## src/rtl/load_store_unit_if.sv

```systemverilog
// CPU-side request/response bundle plus the data-RAM port of the load/store unit.
// master: the CPU memory stage together with the RAM (drives requests and read data).
// slave:  the load/store unit itself.
interface load_store_unit_if #(
  parameter int unsigned ADDR_WIDTH = 12,
  parameter int unsigned DATA_WIDTH = 64
);
  logic                  reqValid;
  logic                  reqReady;
  logic                  reqWrite;
  logic [1:0]            reqSize;
  logic                  reqSigned;
  logic [ADDR_WIDTH+2:0] reqAddr;
  logic [DATA_WIDTH-1:0] reqWriteData;
  logic                  respValid;
  logic [DATA_WIDTH-1:0] respData;
  logic                  respError;
  logic                  ramWrite;
  logic [ADDR_WIDTH-1:0] ramAddress;
  logic [DATA_WIDTH-1:0] ramWriteData;
  logic [DATA_WIDTH-1:0] ramReadData;

  modport master (
    output reqValid, reqWrite, reqSize, reqSigned, reqAddr, reqWriteData, ramReadData,
    input  reqReady, respValid, respData, respError, ramWrite, ramAddress, ramWriteData
  );

  modport slave (
    input  reqValid, reqWrite, reqSize, reqSigned, reqAddr, reqWriteData, ramReadData,
    output reqReady, respValid, respData, respError, ramWrite, ramAddress, ramWriteData
  );
endinterface

```

## src/rtl/load_store_unit.sv

```systemverilog
// Load/store unit: turns byte-addressed sub-word loads/stores into whole-word accesses
// on a 64-bit word-addressed RAM with a registered read port. Narrow stores use
// read-modify-write. All outputs are registered.
// Optional feature macro: LSU_ALIGN_CHECK_EN -- when defined, misaligned requests are
// trapped with respError; when undefined, low address bits are cleared instead.
module load_store_unit #(
  parameter int unsigned DATA_WIDTH = 64,
  parameter int unsigned ADDR_WIDTH = 12
) (
  input logic              clk,
  input logic              resetN,
  load_store_unit_if.slave bus
);

  typedef enum logic [2:0] {StIdle, StRead, StMerge, StWrite, StResp} state_e;

  state_e                state;
  logic                  write_q;
  logic [1:0]            size_q;
  logic                  signed_q;
  logic [2:0]            offset_q;
  logic [DATA_WIDTH-1:0] data_q;

  logic                  req_ready;
  logic                  resp_valid;
  logic                  resp_error;
  logic [DATA_WIDTH-1:0] resp_data;
  logic                  ram_write;
  logic [ADDR_WIDTH-1:0] ram_address;
  logic [DATA_WIDTH-1:0] ram_wdata;

  assign bus.reqReady     = req_ready;
  assign bus.respValid    = resp_valid;
  assign bus.respError    = resp_error;
  assign bus.respData     = resp_data;
  assign bus.ramWrite     = ram_write;
  assign bus.ramAddress   = ram_address;
  assign bus.ramWriteData = ram_wdata;

  logic [2:0]            low_mask;
  logic [ADDR_WIDTH+2:0] req_addr;
  logic                  req_misaligned;

  // Decode alignment of the incoming request (only consumed on accept).
  always_comb begin
    low_mask       = 3'b000;
    req_addr       = bus.reqAddr;
    req_misaligned = 1'b0;
    unique case (bus.reqSize)
      2'd0:    low_mask = 3'b000;
      2'd1:    low_mask = 3'b001;
      2'd2:    low_mask = 3'b011;
      default: low_mask = 3'b111;
    endcase
`ifdef LSU_ALIGN_CHECK_EN
    req_misaligned = |(bus.reqAddr[2:0] & low_mask);
`else
    // No trapping: silently round the address down to the access size.
    req_addr = bus.reqAddr & ~{{ADDR_WIDTH{1'b0}}, low_mask};
`endif
  end

  logic [5:0]            shamt;
  logic [7:0]            lane_base;
  logic [7:0]            lane_en;
  logic [DATA_WIDTH-1:0] lane_mask;
  logic [DATA_WIDTH-1:0] merged;
  logic [DATA_WIDTH-1:0] shifted;
  logic [DATA_WIDTH-1:0] load_value;

  // Lane selection, store merge and load extraction from the RAM read word.
  always_comb begin
    shamt     = {offset_q, 3'b000};
    lane_base = 8'hff;
    unique case (size_q)
      2'd0:    lane_base = 8'h01;
      2'd1:    lane_base = 8'h03;
      2'd2:    lane_base = 8'h0f;
      default: lane_base = 8'hff;
    endcase
    lane_en   = lane_base << offset_q;
    lane_mask = '0;
    for (int i = 0; i < 8; i++) begin
      lane_mask[8*i +: 8] = {8{lane_en[i]}};
    end
    merged  = (bus.ramReadData & ~lane_mask) | ((data_q << shamt) & lane_mask);
    shifted = bus.ramReadData >> shamt;
    unique case (size_q)
      2'd0:    load_value = signed_q ? {{56{shifted[7]}}, shifted[7:0]}
                                     : {56'd0, shifted[7:0]};
      2'd1:    load_value = signed_q ? {{48{shifted[15]}}, shifted[15:0]}
                                     : {48'd0, shifted[15:0]};
      2'd2:    load_value = signed_q ? {{32{shifted[31]}}, shifted[31:0]}
                                     : {32'd0, shifted[31:0]};
      default: load_value = shifted;
    endcase
  end

  // Control FSM; every output is registered alongside the state transition.
  always_ff @(posedge clk or negedge resetN) begin
    if (!resetN) begin
      state       <= StIdle;
      write_q     <= 1'b0;
      size_q      <= 2'd0;
      signed_q    <= 1'b0;
      offset_q    <= 3'd0;
      data_q      <= '0;
      req_ready   <= 1'b1;
      resp_valid  <= 1'b0;
      resp_error  <= 1'b0;
      resp_data   <= '0;
      ram_write   <= 1'b0;
      ram_address <= '0;
      ram_wdata   <= '0;
    end else begin
      resp_valid <= 1'b0;
      unique case (state)
        StIdle: begin
          if (bus.reqValid) begin
            write_q     <= bus.reqWrite;
            size_q      <= bus.reqSize;
            signed_q    <= bus.reqSigned;
            offset_q    <= req_addr[2:0];
            data_q      <= bus.reqWriteData;
            ram_address <= req_addr[ADDR_WIDTH+2:3];
            req_ready   <= 1'b0;
            if (req_misaligned) begin
              resp_valid <= 1'b1;
              resp_error <= 1'b1;
              resp_data  <= '0;
              state      <= StResp;
            end else if (bus.reqWrite && bus.reqSize == 2'd3) begin
              // Full-word store needs no read-back.
              ram_wdata <= bus.reqWriteData;
              ram_write <= 1'b1;
              state     <= StWrite;
            end else begin
              state <= StRead;
            end
          end
        end
        StRead: begin
          // RAM read data for the latched address arrives next cycle.
          state <= StMerge;
        end
        StMerge: begin
          if (write_q) begin
            ram_wdata <= merged;
            ram_write <= 1'b1;
            state     <= StWrite;
          end else begin
            resp_data  <= load_value;
            resp_error <= 1'b0;
            resp_valid <= 1'b1;
            state      <= StResp;
          end
        end
        StWrite: begin
          ram_write  <= 1'b0;
          resp_data  <= '0;
          resp_error <= 1'b0;
          resp_valid <= 1'b1;
          state      <= StResp;
        end
        StResp: begin
          req_ready   <= 1'b1;
          resp_error  <= 1'b0;
          ram_address <= '0;
          state       <= StIdle;
        end
        default: state <= StIdle;
      endcase
    end
  end

endmodule

```

## src/flat_wrapper.sv

```systemverilog
// flat-port wrapper written by rule: the top's interface ports become plain ports
module load_store_unit_flat 
#(
  parameter int unsigned DATA_WIDTH = 64,
  parameter int unsigned ADDR_WIDTH = 12
)
  (clk, resetN, bus_reqValid, bus_reqWrite, bus_reqSize, bus_reqSigned, bus_reqAddr, bus_reqWriteData, bus_ramReadData, bus_reqReady, bus_respValid, bus_respData, bus_respError, bus_ramWrite, bus_ramAddress, bus_ramWriteData);
  load_store_unit_if #(.ADDR_WIDTH(ADDR_WIDTH), .DATA_WIDTH(DATA_WIDTH)) bus_i ();
  input logic clk;
  input logic resetN;
  input wire logic [$bits(bus_i.reqValid)-1:0] bus_reqValid;
  input wire logic [$bits(bus_i.reqWrite)-1:0] bus_reqWrite;
  input wire logic [$bits(bus_i.reqSize)-1:0] bus_reqSize;
  input wire logic [$bits(bus_i.reqSigned)-1:0] bus_reqSigned;
  input wire logic [$bits(bus_i.reqAddr)-1:0] bus_reqAddr;
  input wire logic [$bits(bus_i.reqWriteData)-1:0] bus_reqWriteData;
  input wire logic [$bits(bus_i.ramReadData)-1:0] bus_ramReadData;
  output wire logic [$bits(bus_i.reqReady)-1:0] bus_reqReady;
  output wire logic [$bits(bus_i.respValid)-1:0] bus_respValid;
  output wire logic [$bits(bus_i.respData)-1:0] bus_respData;
  output wire logic [$bits(bus_i.respError)-1:0] bus_respError;
  output wire logic [$bits(bus_i.ramWrite)-1:0] bus_ramWrite;
  output wire logic [$bits(bus_i.ramAddress)-1:0] bus_ramAddress;
  output wire logic [$bits(bus_i.ramWriteData)-1:0] bus_ramWriteData;
  assign bus_i.reqValid = bus_reqValid;
  assign bus_i.reqWrite = bus_reqWrite;
  assign bus_i.reqSize = bus_reqSize;
  assign bus_i.reqSigned = bus_reqSigned;
  assign bus_i.reqAddr = bus_reqAddr;
  assign bus_i.reqWriteData = bus_reqWriteData;
  assign bus_i.ramReadData = bus_ramReadData;
  assign bus_reqReady = bus_i.reqReady;
  assign bus_respValid = bus_i.respValid;
  assign bus_respData = bus_i.respData;
  assign bus_respError = bus_i.respError;
  assign bus_ramWrite = bus_i.ramWrite;
  assign bus_ramAddress = bus_i.ramAddress;
  assign bus_ramWriteData = bus_i.ramWriteData;
  load_store_unit #(.DATA_WIDTH(DATA_WIDTH), .ADDR_WIDTH(ADDR_WIDTH)) u_core (.clk(clk), .resetN(resetN), .bus(bus_i));
endmodule
```

## config.mk

```make
export PLATFORM = sky130hd
export DESIGN_NAME = load_store_unit_flat
export DESIGN_NICKNAME = d
export VERILOG_FILES = /design/src/rtl/load_store_unit_if.sv /design/src/rtl/load_store_unit.sv /design/src/flat_wrapper.sv
export SDC_FILE = /design/constraint.sdc
export NUM_CORES = 1
export LEC_CHECK = 0
export CAP_MARGIN = 10
export CORE_MARGIN = 3
export CORE_UTILIZATION = 43
export DETAILED_ROUTE_END_ITERATION = 7
export PLACE_DENSITY_LB_ADDON = 0.15
export SYNTH_ARGS = -nofsm -noshare
export SYNTH_HDL_FRONTEND = slang
export SYNTH_SLANG_ARGS = --single-unit
```

## constraint.sdc

```tcl
create_clock -name clk -period 3.9 [get_ports clk]
set_input_delay 0.78 -clock clk [delete_from_list [all_inputs] [get_ports clk]]
set_output_delay 0.78 -clock clk [all_outputs]
set_load 0.1 [all_outputs]
```

Word level (Yosys, flattened, before mapping)

Cells that the tools add are included.

Output and inout bits: 144
Memory bits (read-only): 0
Memories kept: 0
Bits in latches: 0
Bits in writable memories: 0
Flip-flop bits (word level): 218

Equal/unequal tests: 13
Divide/modulo/power cells: 0
Add/subtract/negate cells: 0
Order comparisons: 0
Reductions and logical operators: 16
Shift operators: 3
Bitwise gates (word level): 6
Muxes and demuxes: 28
$mul: 0

Operators with widths:

| operator                                            | count |
|---|---|
| 2-to-1 mux 64 bit                                   | 7 |
| case mux 64 bit (2 select lines)                    | 2 |
| case mux 64 bit (3 select lines)                    | 1 |
| bitwise AND 64 bit                                  | 2 |
| NOT 64 bit                                          | 1 |
| bitwise OR 64 bit                                   | 1 |
| << shifter 64 x 6 -> 64 bit                         | 1 |
| right shift 64 x 6 -> 64 bit                        | 1 |
| case mux 12 bit (2 select lines)                    | 1 |
| case mux 8 bit (3 select lines)                     | 1 |
| bitwise AND 15 bit                                  | 1 |
| NOT 3 -> 15 bit                                     | 1 |
| 2-to-1 mux 12 bit                                   | 1 |
| case mux 3 bit (4 select lines)                     | 1 |
| case mux 3 bit (3 select lines)                     | 1 |
| AND reduction 2 bit                                 | 4 |
| AND reduction 4 bit                                 | 2 |
| nonzero test 2 bit                                  | 4 |
| << shifter 8 x 3 -> 8 bit                           | 1 |
| equality test 2 bit, second input constant          | 3 |
| equality test 3 x 2 -> 1 bit, second input constant | 2 |
| 2-to-1 mux 1 bit                                    | 6 |
| 2-to-1 mux 3 bit                                    | 2 |
| case mux 1 bit (2 select lines)                     | 3 |
| other kinds (12)                                    | 16 |

Logic depth before layout (Yosys ltp)

Gate-level depths: netlist of run 1.

Depth after elaboration: 8
Gate-level depth with buffers: 10

Least setup slack after synthesis of run 1

Ideal clock, no wire load.

Path kind: input to register
From: input port bus_ramReadData[39]
To: register u_core.resp_data[36], in the netlist u_core.bus.respData[36]
Stages: 6
Required time: 3,778 ps
Slack: 1,536 ps
Path buffers: 1
Library setup time: 122 ps
Arrival time: 2,242 ps
Cells stage by stage: mux2_2 > mux4_2 > and4_4 > nor3_4 > buf_6 > o21ai_2

Cells in the longest elaborated chain, start to end: 5
Elaborated cells on any way between the ends: 7
Classes of those cells: 1 x shift; 6 x mux

RTL lines:

| item                                        | RTL line                                                            | source |
|---|---|---|
| start, declared                             | flat_wrapper.sv:17                                                  | `input wire logic [$bits(bus_i.ramReadData)-1:0] bus_ramReadData;` |
| right shift 64 x 6 -> 64 bit *              | load_store_unit.sv:87                                               | `shifted = bus.ramReadData >> shamt;` |
| 2-to-1 mux 64 bit, on equally long branches | load_store_unit.sv:93, load_store_unit.sv:89, load_store_unit.sv:91 |  |
| case mux 64 bit (3 select lines) *          | load_store_unit.sv:88                                               | `unique case (size_q)` |
| 2-to-1 mux 64 bit *                         | load_store_unit.sv:147                                              | `if (write_q) begin` |
| case mux 64 bit (2 select lines) *          | load_store_unit.sv:117                                              | `unique case (state)` |
| end signal, assigned                        | load_store_unit.sv:152                                              | `resp_data <= load_value;` |
| end, declared                               | load_store_unit.sv:27                                               | `logic [DATA_WIDTH-1:0] resp_data;` |

Every way passes the cells marked *; elsewhere a longest branch is shown, timed or not. The select of a mux whose other input is x is not followed.
A chain may end at the register's enable or synchronous reset.

Worst setup path after layout of run 1

From: register u_core.state[1]
To: register u_core.resp_data[30], in the netlist u_core.bus.respData[30]

Cells in the longest elaborated chain, start to end: 3
Elaborated cells on any way between the ends: 6
Classes of those cells: 3 x eq/ne; 1 x mux; 2 x reduce/logical

RTL lines:

| item                                                                                | RTL line               | source |
|---|---|---|
| start, declared                                                                     | load_store_unit.sv:17  | `state_e state;` |
| start signal, assigned                                                              | load_store_unit.sv:102 | `state <= StIdle;` |
| start signal, assigned                                                              | load_store_unit.sv:131 | `state <= StResp;` |
| start signal, assigned                                                              | load_store_unit.sv:136 | `state <= StWrite;` |
| equality test 3 x 2 -> 1 bit                                                        | load_store_unit.sv:117 |  |
| inequality test 2 bit (no source line) / nonzero test 2 bit (equally long branches) | n/a                    |  |
| AND reduction 2 bit (no source line)                                                | n/a                    |  |

Several ways; a longest one is shown, not always the timed one.

==> impl_results.md, run 1 <==
* Crit path max fanout at 19
* Final setup viols at 0
* CP Class: reg -> reg
* CTS resizes at 0
* Cts bufs inserted at 24
* Pin count of the biggest net entering global routing at 125
* Post-synth ARST share at 100%
* RSZ-0062 raised after global routing: false
* Die width at 178 um
* CTS Sinks at 217
* Average cell area after synthesis at 10.2 sq um
* Ports at 294
* Worst-Margin Slew at 1.01 ns
* Mux share of post-synthesis cell area at 22.5%
* Setup TNS at 0 ns
* H-tree Lvls at 1
* Compound-cell area share of the yosys netlist at 19.2%
* Post-synth top area share at 42.4%
* Post-synthesis cell area at 12700 sq um
* Count leader, synth: dfrtp_1
* First-pass GRT wire length at 74.2 mm
* Iteration-0 DRC Markers at 1243
* Most frequent cells after synthesis: dfrtp_1, nand2_1, mux2_2
* Main synth FF type: dfrtp_1
* Final Core Density at 57.9%
* RR Startpoint: u_core.state[1]
* R2R Path End: u_core.bus.respData[30]
* Post-Syn Nets at 1400
* Post-CTS Setup Bufs at 0
* Area Growth Syn to Fin at 31.5%
* Crit path DAT at 3.46 ns
* Starting density of the core at 44.0%
* Final worst-path cycle share at 76.8%
* Cells on worst reg2reg path at 5
* Initial DRT Pass Iterations at 5
* Core ar. at 28900 sq um
* DRT Wirelength at 50.3 mm
* CP endpoint kind: flip-flop
* Latest clock arrival within the worst-skew pair at 0.54 ns
* Post-synth EDFFs at 0
* Vias in the first global route at 11400
* Top cells by area, synth: dfrtp_1, mux2_2, mux4_2
* Die area at 31700 sq um
* Achievable Freq at 334 MHz
* Post-DP HPWL at 37.7 mm
* Input/output buffers at 292
* Total gr overflow at 0
* Antenna violations before repair at 0
* Worst Setup EP: u_core.bus.respData[30]
* Required @ worst endpoint at 4.37 ns
* Post-route ant nets at 0
* Status: complete, no violations
* Final-report hold violation count at 0
* Synth Area in Simple Gates at 11.0%
* Yosys warning count at 0
* Post-Place Cells at 1848
* R2R Setup Slk at 0.91 ns
* Yosys cell types at 59
* Final Non-Filler Cells at 1893
* Largest family of logic cells by synthesized area: multiplexers
* Fin nets at 1640
* Gp weighted congestion at 0.936
* DRC viols at 0
* HP Class: in -> async
* Critical Path Source Type: flip-flop
* # hold bufs at CTS at 0
* Register bit total from synthesis at 217
* Adder-Cell Fraction of Synth Area at 0%
* Wire per inst at 26.6 um
* Clock slew at reported path FFs at 0.07 ns
* Die height at 178 um
* Clock skew at 0.0207 ns
* Cell Rows at 62
* Root buf cell: clkbuf_16
* Slew HR at 32.3%
* CP Launch Point: u_core.state[1]
* Cell accounting for the most synthesized area: dfrtp_1
* Max cap viols at 0
* Slew Limit Fails at 0
* Vias post-DR at 11600
* CTS tree: built
* Gr usage total at 31.1%
* Layout cells sized above 1 at 17.9%
* Seq/Total Area, Yosys at 42.6%
* Min Tclk post-route at 2.99 ns
* Post-Synth XOR/XNOR Area at 0%
* CTS Buffer Depth at 3
* Drt via density at 6.15
* Syn Inst Count at 1250
[logic make-up after synthesis]
family	Yosys count
compound gates	365
mux	220
buf+inv	125
flops	217
other cells	1
simple gates	322
[worst max-delay path, stage by stage, from the launching register on]
cell and delay [ns]:
dfrtp_1 0.75, or3b_2 0.69, or2_2 0.54, nor2_2 0.47, o21ai_0 0.32, nand3_1 0.15
[flip-flops by register name, indices dropped and copies added, names as in the netlist, 2 cells and up]
signal	flops
u_core.bus.ramAddress	12
u_core.bus.ramWriteData	64
u_core.bus.respData	64
u_core.data_q	64
u_core.offset_q	3
u_core.size_q	2
u_core.state	3
[cells in the final DEF, fill, tap and decap left out, types with 4 or more instances in the layout]
cell type,synthesis,routed
nand3_1,26,26
clkbuf_1,77,8
a21oi_1,59,59
dfrtp_1,216,214
a211oi_1,29,28
nor2_1,61,61
mux4_2,42,42
inv_1,6,6
o21ai_1,4,5
o21ai_0,90,89
a2111oi_0,4,4
nor3_1,6,5
a221oi_1,10,10
and2_1,9,8
clkdlybuf4s50_1,0,291
a221o_1,5,5
nand2b_1,8,8
nor2b_1,13,13
nand2_1,179,177
a22oi_1,29,29
a2bb2oi_1,6,6
o2bb2ai_1,5,5
clkbuf_16,0,25
o21ai_2,21,21
buf_4,6,37
mux2_2,112,112
mux2i_1,65,65
a22o_1,14,14
clkbuf_8,0,4
o211ai_1,21,21
o31ai_1,13,13
o22ai_1,29,29
and3_1,8,8
a211o_1,8,8
a31oi_1,4,4
[area by class of cell]
cell class	count	area, sq um
diodes	1	2.50
clock buffers	36	697
clock inverters	8	103
fillers	2532	12200
inverters	7	26.3
multi-input cells	908	6750
flip-flops and latches	217	5440
well taps	384	480
repair buffers	332	3260
[per-layer routing]
metal	share of wire [%]	wire length (um)	GRT usage, %
met1	42	20900	43.5
met2	46	23000	48.8
met3	9.2	4620	6.07
met4	3.5	1760	9.82
met5	0	0	0
[worst min-delay path by stage]
stage               cells after the start                          to  slack, ns                       start
detailed placement                      2  u_core.bus.ramWriteData[1]       0.46  u_core.bus.ramWriteData[1]
CTS                                     1     u_core.bus.respData[58]       0.16                      resetN
global placement                        2     u_core.bus.respData[37]       0.47     u_core.bus.respData[37]
global route                            1     u_core.bus.respData[58]       0.17                      resetN
finish                                  1     u_core.bus.respData[58]       0.15                      resetN
floorplan                               0    u_core.bus.ramAddress[0]       0.48                      resetN
[stage by stage]
step / hold slack [ns] / worst slack (ns) / area [sq um]
3_3_place_gp: 0.465 / 0.687 / 16000
6_report: 0.154 / 0.906 / 16800
2_1_floorplan: 0.476 / 1.54 / 12700
4_1_cts: 0.159 / 0.915 / 16800
3_5_place_dp: 0.464 / 0.675 / 16000
5_1_grt: 0.172 / 0.749 / 16800
Power of run 1 is not shown: default switching activity piles up to over one toggle a cycle in this logic, so the estimate is an artifact.
==> inputs of run 2 (changes only) <==
==> constraint.sdc (replaced) <==
create_clock -name clk -period 2.7 [get_ports clk]
set_input_delay 0.54 -clock clk [delete_from_list [all_inputs] [get_ports clk]]
set_output_delay 0.54 -clock clk [all_outputs]
set_load 0.1 [all_outputs]
==> impl_results.md, run 2 (synthesis gave the netlist of run 1 again) <==
* # hold bufs at CTS at 1 (+1)
* DRT Wirelength at 50.5 mm (+0.48%)
* CP Class: reg -> reg
* Delay-heaviest family, CP: compound AO/OA/AOI/OAI gates
* Worst Hold Path Cells at 2
* Input/output buffers at 292 (unchanged)
* Slowest-stage cell, CP: dfrtp_4
* Max cap viols at 0 (unchanged)
* Worst Min Path Start: u_core.bus.respData[40]
* Post-Place Cells at 1906 (+3.1%)
* Iteration-0 DRC Markers at 1523 (+23%)
* Most frequent cells in the layout: buf_4, dfrtp_1, nand2_1, clkdlybuf4s50_1, mux2_2
* Area Growth Syn to Fin at 33.5%
* Clock skew at 0.0260 ns (+0.00535 ns)
* CP peak stage delay at 0.62 ns (-0.13 ns)
* Layout cells sized above 1 at 30.2% (+12 points)
* RR Startpoint: u_core.offset_q[0]
* Final setup margin at 0.209 ns (-0.697 ns)
* Drt via density at 6.07 (-1.4%)
* WP buf/inv at 2 (+2)
* Status: complete, no violations
* Achievable Freq at 401 MHz (+20%)
* Root buf cell: clkbuf_16
* Antenna violations before repair at 1 (+1)
* Cells on worst reg2reg path at 7 (+2)
* Starting density of the core at 44.0% (unchanged)
* Die width at 178 um (unchanged)
* Hold path endpoint: u_core.bus.respData[40]
* Cells along the critical path: buf_12 -> a21o_1 -> a21oi_1 -> a21bo_2 -> a2111oi_0 -> buf_4 -> a2bb2oi_1
* Crit path DAT at 2.92 ns (-0.54 ns)
* Most common cell after layout, fill and taps aside: buf_4
* Gp weighted congestion at 0.968 (+3.5%)
* Final-report hold violation count at 0 (unchanged)
* Required @ worst endpoint at 3.13 ns (-1.24 ns)
* Final worst-path cycle share at 92.3% (+15 points)
* CTS resizes at 0 (unchanged)
* First-pass GRT wire length at 74.0 mm (-0.20%)
* WHS at 0.477 ns (+0.323 ns)
* Clock slew at reported path FFs at 0.06 ns (about the same)
* RSZ-0062 raised after global routing: false
* Final setup viols at 0 (unchanged)
* R2R Path End: u_core.bus.ramWriteData[33]
* Vias post-DR at 11800 (+1.7%)
* Crit path max fanout at 38 (+19)
* CTS tree: built
* Slew HR at 41.6% (+9.3 points)
* DP Worst Slack at -0.118 ns (-0.793 ns)
* CTS Buffer Depth at 3 (unchanged)
* Final Non-Filler Cells at 1952 (+3.1%)
* Post-route ant nets at 0 (unchanged)
* CP Launch Point: u_core.offset_q[0]
* Latest clock arrival within the worst-skew pair at 0.54 ns (about the same)
* Post-DP HPWL at 39.0 mm (+3.6%)
* Fin nets at 1700 (+3.7%)
* Critical Path Source Type: flip-flop
* Gr usage total at 31.1% (+0.073 points)
* Setup TNS at 0 ns (unchanged)
* Total gr overflow at 0 (unchanged)
* CTS Sinks at 217 (unchanged)
* Ports at 294 (unchanged)
* R2R Setup Slk at 0.21 ns (-0.70 ns)
* Die height at 178 um (unchanged)
* H-tree Lvls at 1 (unchanged)
* Vias in the first global route at 11400 (-0.39%)
* CP endpoint kind: flip-flop
* Pin count of the biggest net entering global routing at 90 (-28%)
* Worst-Margin Slew at 0.871 ns (-0.142 ns)
* Initial DRT Pass Iterations at 8 (+3)
* DRC viols at 0 (unchanged)
* Min Tclk post-route at 2.49 ns (-0.503 ns)
* Slew Limit Fails at 0 (unchanged)
* Cell Rows at 62 (unchanged)
* Core ar. at 28900 sq um (unchanged)
* HP Class: reg -> reg
* Post-CTS Setup Bufs at 0 (unchanged)
* Wire per inst at 25.9 um (-2.6%)
* Die area at 31700 sq um (unchanged)
* Cts bufs inserted at 25 (+4.2%)
## run 2: layout make-up
cell class,instances,area [sq um]
Inverter,7,26.3
Fill cell,2530,11900
Antenna cell,1,2.50
Tap cell,384,480
Clock buffer,35,713
Timing Repair Buffer,391,3480
Sequential cell,217,5440
Clock inverter,9,130
Multi-Input combinational cell,908,6750
## run 2: stage by stage
| step | instance area, sq um | utilization (%) |
|---|---|---|
| after global routing | 17000 | 58.8 |
| after global placement | 16200 | 55.8 |
| after CTS | 17000 | 58.8 |
| after detailed placement | 16200 | 55.8 |
| after floorplan | 12700 | - |
| final | 17000 | 58.8 |
## run 2: how the worst max path moves through the flow
| stage | slack [ns] | depth (start not counted) | endpoint |
|---|---|---|---|
| 6_report | 0.21 | 7 | u_core.bus.ramWriteData[33] |
| 5_1_grt | 0.07 | 7 | u_core.bus.ramWriteData[38] |
| 4_1_cts | 0.23 | 7 | u_core.bus.ramWriteData[33] |
| 3_5_place_dp | -0.12 | 7 | u_core.bus.respData[63] |
| 3_3_place_gp | -0.09 | 7 | u_core.bus.respData[60] |
| 2_1_floorplan | 0.55 | 7 | u_core.bus.respData[36] |
## run 2: tightest hold or removal path, stage by stage, from the launching register on
cell and delay [ns]:
dfrtp_1 0.34, nand2_1 0.06, o21ai_2 0.05
## run 2: per-layer routing
layer	part of all wire (%)	global-route usage, %	vias to the layer above
li1	-	-	5231
met1	42	44.3	5821
met2	46	48.9	666
met3	8.7	4.68	119
met4	4.0	10.4	2
met5	0.026	0	-
Power of run 2 is left out for the same reason.
